$ cat src/rtl/alu_commit_arbiter.sv
// alu_commit_arbiter: round-robin sharing of the register-file writeback port between execution units
package core_config_pkg;
  localparam int XLEN = 32;
  localparam int REG_ADDR_W = 5;
endpackage

module alu_commit_arbiter #(
  parameter int N_UNITS = 4,
  parameter int XLEN = core_config_pkg::XLEN,
  parameter int REG_ADDR_W = core_config_pkg::REG_ADDR_W,
  localparam int SW = $clog2(N_UNITS)
) (
  input  logic                          clk,
  input  logic                          rst,
  input  logic [N_UNITS*XLEN-1:0]       u_res,
  input  logic [N_UNITS*REG_ADDR_W-1:0] u_rd,
  input  logic [N_UNITS-1:0]            u_valid,
  input  logic [N_UNITS-1:0]            u_error,
  input  logic [N_UNITS-1:0]            u_req,
  output logic [N_UNITS-1:0]            u_clear,
  input  logic                          flush,
  output logic                          wb_valid,
  input  logic                          wb_ready,
  output logic                          wb_we,
  output logic [REG_ADDR_W-1:0]         wb_rd,
  output logic [XLEN-1:0]               wb_data,
  output logic                          wb_error,
  output logic [SW-1:0]                 wb_src
);
  localparam logic [SW:0] NU = (SW+1)'(N_UNITS);
  logic [XLEN-1:0]       res_a [N_UNITS];
  logic [REG_ADDR_W-1:0] rd_a [N_UNITS];
  logic [N_UNITS-1:0]    cand, clr_q, clr_d;
  logic                  stage_free, gnt_v;
  logic [SW-1:0]         gnt, ptr_q, ptr_d, wb_src_q;
  logic                  wb_valid_q, wb_we_q, wb_error_q;
  logic [REG_ADDR_W-1:0] wb_rd_q;
  logic [XLEN-1:0]       wb_data_q;

  // Explicit modulo so a non-power-of-two unit count wraps correctly.
  function automatic logic [SW-1:0] wrap(input logic [SW:0] v);
    return (v >= NU) ? SW'(v - NU) : v[SW-1:0];
  endfunction

  // A unit being cleared this cycle still shows req/valid; mask it to avoid a double grant.
  assign cand = u_req & u_valid & ~clr_q;
  assign stage_free = ~wb_valid_q | wb_ready;

  // Split the flat per-unit buses into indexable arrays.
  always_comb begin
    for (int i = 0; i < N_UNITS; i++) begin
      res_a[i] = u_res[i*XLEN +: XLEN];
      rd_a[i] = u_rd[i*REG_ADDR_W +: REG_ADDR_W];
    end
  end

  // Round-robin pick: scan downward so the candidate nearest the pointer wins last.
  always_comb begin
    gnt_v = 1'b0;
    gnt = '0;
    for (int k = N_UNITS-1; k >= 0; k--) begin
      if (cand[wrap({1'b0, ptr_q} + (SW+1)'(k))]) begin
        gnt_v = 1'b1;
        gnt = wrap({1'b0, ptr_q} + (SW+1)'(k));
      end
    end
    gnt_v = gnt_v & stage_free & ~flush;
    ptr_d = gnt_v ? wrap({1'b0, gnt} + (SW+1)'(1)) : ptr_q;
    clr_d = flush ? u_req : gnt_v ? N_UNITS'(1) << gnt : '0;
  end

  // Writeback stage, pointer and clear pulses; flush drops the stage and clears every requester.
  always_ff @(posedge clk) begin
    if (rst) begin
      clr_q <= '0;
      ptr_q <= '0;
      wb_valid_q <= 1'b0;
      wb_we_q <= 1'b0;
      wb_error_q <= 1'b0;
      wb_rd_q <= '0;
      wb_data_q <= '0;
      wb_src_q <= '0;
    end else begin
      clr_q <= clr_d;
      ptr_q <= ptr_d;
      if (flush) begin
        wb_valid_q <= 1'b0;
        wb_we_q <= 1'b0;
        wb_error_q <= 1'b0;
      end else if (gnt_v) begin
        wb_valid_q <= 1'b1;
        wb_we_q <= ~u_error[gnt] & (rd_a[gnt] != '0);
        wb_error_q <= u_error[gnt];
        wb_rd_q <= rd_a[gnt];
        wb_data_q <= res_a[gnt];
        wb_src_q <= gnt;
      end else if (wb_ready) begin
        wb_valid_q <= 1'b0;
        wb_we_q <= 1'b0;
      end
    end
  end

  assign u_clear = clr_q;
  assign wb_valid = wb_valid_q;
  assign wb_we = wb_we_q;
  assign wb_error = wb_error_q;
  assign wb_rd = wb_rd_q;
  assign wb_data = wb_data_q;
  assign wb_src = wb_src_q;
endmodule
$ cat config.mk
export PLATFORM = sky130hd
export DESIGN_NAME = alu_commit_arbiter
export DESIGN_NICKNAME = d
export VERILOG_FILES = /design/src/rtl/alu_commit_arbiter.sv
export SDC_FILE = /design/constraint.sdc
export NUM_CORES = 1
export LEC_CHECK = 0
export CORE_ASPECT_RATIO = 0.7
export CORE_MARGIN = 4
export CORE_UTILIZATION = 36
export DETAILED_ROUTE_END_ITERATION = 12
export GPL_TIMING_DRIVEN = 0
export PLACE_DENSITY = 0.84
export REMOVE_ABC_BUFFERS = 1
export SYNTH_ARGS = -nofsm -noshare
export SYNTH_HDL_FRONTEND = slang
export SYNTH_SLANG_ARGS = --single-unit
export TNS_END_PERCENT = 20
$ cat constraint.sdc
create_clock -name clk -period 2.3 [get_ports clk]
set_clock_uncertainty 0.1 [all_clocks]
set_input_delay 0.23 -clock clk [delete_from_list [all_inputs] [get_ports clk]]
set_output_delay 0.23 -clock clk [all_outputs]
set_load 0.05 [all_outputs]
======== After elaboration in Yosys (flattened, before gate mapping) ========
Index checks and enable logic that the tools add are counted.
operators by class
  $add $sub $neg .......................... 9
  multiply operators ...................... 0
  divide/modulo/power cells ............... 0
  $lt $le $gt $ge ......................... 11
  equal/unequal tests ..................... 0
  shift operators ......................... 1
  muxes and demuxes ....................... 34
  bitwise operators ....................... 11
  reduce and logical (&&, ||, !) cells .... 4
operator list
  kind                   number
  $bmux W32 S2           1
  $mux W32               2
  $mux W2                9
  $ge A3 B3 Y1 const B   5
  $lt A2 B3 Y1 const B   5
  $mux W1                12
  $bmux W1 S2            5
  $bmux W5 S2            1
  $mux W5                2
  $sub A2 B1 Y2 const B  5
  $and A4 B4 Y4          2
  $mux W4                2
  $add A2 B1 Y3 const B  2
  $add A2 B2 Y3 const B  2
  $reduce_bool A5 Y1     1
  $not A4 Y4             1
  $shl A1 B2 Y4 const A  1
  $and A1 B1 Y1          3
  $ge A2 B3 Y1 const B   1
  $not A1 Y1             3
  $not A2 Y3             1
  $reduce_and A2 Y1      1
  $reduce_bool A2 Y1     1
  $reduce_or A2 Y1       1
  $or A1 B1 Y1           1
storage, ports and cells
  register bits after elaboration ......... 48
  latch bits .............................. 0
  memory bits (writable) .................. 0
  memory bits (read-only) ................. 0
  bits of input ports ..................... 164
  output and inout port bits .............. 46
  word-level logic and storage cells ...... 78
  memories kept ........................... 0

======== Depth between registers and ports, before layout ========
  depth in word-level cells ............... 16
  mapped depth ............................ 11
  depth with buffers taken out ............ 8

======== Least setup slack after synthesis ========
Ideal clock, no wire load.
  kind .................................... register -> register
  start ................................... register clr_q[0], in the netlist u_clear[0]
  end ..................................... register wb_we_q, in the netlist wb_we
  library setup time ...................... 0.129 ns
  arrival time ............................ 2.135 ns
  data required time ...................... 2.071 ns
  setup slack ............................. -0.064 ns
  cell stages (with the launch flop) ...... 11
  path buffers ............................ 2
  period minus slack after synthesis ...... 2.364 ns
  path through ............................ dfxtp_1 > nand4b_1 > o32ai_1 > or3_1 > buf_4 > clkinv_4 > buf_6 > mux2i_1 > mux2i_1 > o311ai_1 > nand3_1
on the way
  word-level cells in the longest chain between the ends .. 15
  elaborated cells between the ends (all ways) .. 31
  classes of those cells .................. 22 x mux; 7 x bitwise; 2 x reduce/logical
ends and longest elaborated chain
  what                                        RTL line  source
  start: declaration                          33        logic [N_UNITS-1:0] cand, clr_q, clr_d;
  start signal: assignment                    84        clr_q <= clr_d;
  $not A4 Y4 (*)                              46        assign cand = u_req & u_valid & ~clr_q;
  $and A4 B4 Y4 (*)                           46
  $bmux W1 S2                                 62        if (cand[wrap({1'b0, ptr_q} + (SW+1)'(k))]) begin
  $mux W1 (implied by the code)               62
  $mux W2 (4 in a row)                        62
  $not A2 Y3 (implied by the code)            92        wb_we_q <= ~u_error[gnt] & (rd_a[gnt] != '0);
  $bmux W5 S2                                 92
  $mux W5 (implied by the code) (2 in a row)  92
  $reduce_bool A5 Y1                          92
  $and A1 B1 Y1                               92
  $mux W1                                     90        end else if (gnt_v) begin
  end signal: assignment                      92
  end: declaration                            36        logic wb_valid_q, wb_we_q, wb_error_q;
Mark *: on every way between the ends. The rest lies on a longest branch, timed or not. The select of a mux whose other input is x is not followed.
A chain may end at the register's enable or synchronous reset.

======== Final worst setup path ========
Same ends and word-level chain as after synthesis.

==> impl_metrics.yaml <==
outcome:
  outcome: "finished, violations left"
  violations: "negative setup slack"
synthesis:
  synthXorXnorAreaFrac: 0
  netlist.area_leader.share: 0.3217
  synth_enable_flop_cells: 0
  yosys.area.top_type: "dfxtp_1"
  netlist_instances: 476
  yosysSeqAreaShare: 0.3217
  synth_flop_cell: "dfxtp_1"
  synth_top_family_by_area: "simple AND/OR/NAND/NOR gates"
  yosysWarnings: 0
  synth.area.mux_share: 0.01005
  async_flop_share: 0
  ys_seq_elements: 48
  synth_compound_area_frac: 0.1181
  netlist_area_um2: 2987
  synthSimpleGateAreaFrac: 0.4659
  synth_fa_ha_area_frac: 0.01676
  avgSynthCellArea_um2: 6.274
  yosysUniqueCellTypes: 37
  synth.area.top_cells: "dfxtp_1 (32%), nand2_1 (24%), nand3_1 (16%)"
finish:
  drive_gt1_frac: 0.1182
  area_delta_synth_final_pct: 97.86
  multi_input_area_um2: 1998
  final_cell_mix: "clkdlybuf4s50_1 (201), nand2_1 (189), nand3_1 (94), dfxtp_1 (44), a21oi_1 (42)"
  fin_area_um2: 5909
  utilization: 0.7412
  final-seq-area_um2: 965.9
  n_fill_cell: 598
  diodes: 0
  nets: 861
  final_common_cell: "clkdlybuf4s50_1"
sta:
  min_period_ns: 2.416
  final_hold_viol_count: 0
  fmax_ghz: 0.4140
  drv_slew: 0
  rsz0062_at_grt: "true"
  whs_ns: 0.1347
  tightest_slew_ns: 0.9813
  slew_headroom: 0.3458
  finalWorstSetupSlack_ns: -0.1156
  period_share: 1.050
  setup_violations: 11
critical_path:
  critPathLaunchType: "flop"
  arrival_ns: 2.48
  end_kind: "flop"
  required_ns: 2.36
  critPathMaxFanout: 6
  worstSetupPathType: "reg2reg"
pwr:
  internal_power_mw: 2.084
  pwr-share-seq: 0.283
  swShare: 0.3823
  ir_worst_vdd_mv: 0.3385
  p_leak_nw: 2.394
  net-switching-power_mw: 1.290
  finalPower_mw: 3.374
  combPwrFrac: 0.495
  power_density_nw_per_um2: 571.0
  pwr-share-clk: 0.222
drt:
  vias_per_cell: 5.516
  antenna_left: 0
  vias: 4385
  wirelength_um: 15010
  drcViolationCount: 0
  drt_iter0_drc: 275
  first_pass_iters: 6
  wl_per_cell_um: 18.89
cts:
  cts_tree: "done"
  numCtsBuffers: 5
  cts-root-buf: "clkbuf_16"
  cts.sinks: 48
  cts_buffer_depth: 2
  clk_latency_ns: 0.29
  htree_levels: 2
  path_clk_slew_ns: 0.07
floorplanning:
  rows: 27
  pin_count: 210
  start_util: 0.3746
  die_area_um2: 9841
  core_um2: 7973
  chipHeight_um: 84.21
  fp.dieW_um: 116.9
grt:
  grt_max_degree: 50
  grt_pass1_vias: 4100
  grt_pass1_wl_um: 19980
  gr-usage-all-layers: 0.2548
  antenna_found_initial: 0
  overflow: 0
place:
  place_congestion: 0.8275
  io_buffers: 209
  placed_area_um2: 5072
  dp_hpwl_um: 8486
job:
  cap_violations: 0
hold_path:
  worstHoldPathType: "in2reg"
kinds of logic after synthesis:
family                     count (synthesis)
buffers and inverters                     43
adders and majority gates                  4
DFF                                       48
muxes                                      3
AOI/OAI and AO/OA                         61
and+or+nand+nor                          317
critical path: stages (launching register included):
cell       delay (ns)
dfxtp_1          0.38
nand4b_1         0.17
buf_4            0.15
o32ai_4          0.08
or3_4            0.46
buf_12           0.16
clkinv_16        0.05
mux2i_1          0.18
mux2i_1          0.13
o311ai_1         0.28
nand3_1          0.13
synth_stat cells (2+ instances only):
cell,instances
nor2b_1,2
or3_1,2
a21oi_1,46
a22oi_1,4
dfxtp_1,48
a32oi_1,4
and3b_1,3
buf_1,2
nand3_1,97
nor3_1,5
nand3b_1,2
mux2i_1,3
buf_2,13
ha_1,4
buf_4,3
nor2_1,7
nand2_1,191
clkbuf_1,21
metrics by stage:
step | std cells | worst slack, ns | TNS, ns
detailed placement | 750 | -1.830 | -62.80
floorplan | 436 | -1.848 | -71.68
CTS | 770 | -0.02222 | -0.06575
global placement | 746 | -3.129 | -136.39
global route | 795 | -0.1848 | -1.958
finish | 795 | -0.1156 | -0.3562
cell type report:
cell class / count / area share
Tap cell: 101 / 0.02138
Inverter: 3 / 0.01080
Timing Repair inverter: 6 / 0.01546
Clock buffer: 8 / 0.02477
Timing Repair Buffer: 241 / 0.4260
Multi-Input combinational cell: 388 / 0.3381
Sequential cell: 48 / 0.1635
timing repair:
action | in CTS | in global routing
pin swaps | 7 | 22
endpoints found under the setup margin | 47 | 45
hold buffers | 0 | 0
gates cloned | 6 | 7
setup buffers | 6 | 19
resized for setup | 13 | 44
sequential cells by signal (all words and copies together) (netlist names):
register and count:
wb_data 32, wb_rd 5, wb_valid 1, wb_src 2, u_clear 4, wb_we 1
wb_error 1, ptr_q 2
worst paths after layout:
check	start	end	slack [ns]	depth (start not counted)
max	u_clear[0]	wb_we	-0.12	10
min reg2reg	wb_data[5]	wb_data[5]	0.35	2
min	u_req[3]	u_clear[3]	0.13	3
max reg2reg	u_clear[0]	wb_we	-0.12	10
power groups by stage:
stage / sequential [mW] / combinational, mW / clock (mW)
final: 0.957 / 1.67 / 0.749
after global routing: 0.966 / 1.77 / 0.789
after CTS: 0.952 / 1.45 / 0.745
after detailed placement: 0.970 / 1.32 / 0
after global placement: 0.963 / 1.29 / 0
after floorplan: 1.22 / 0.466 / 0
metal layers:
metal / up-vias / global-route usage / wire length (µm) / part of all wire
met2: 277 / 0.4579 / 7345 / 0.49
met4: 0 / 0.07188 / 443 / 0.030
met3: 42 / 0.09222 / 1603 / 0.11
li1: 2046 / - / - / -
met1: 2020 / 0.2801 / 5622 / 0.37
met5: - / 0 / 0 / 0
No activity file was read; power rests on OpenSTA's default activity.
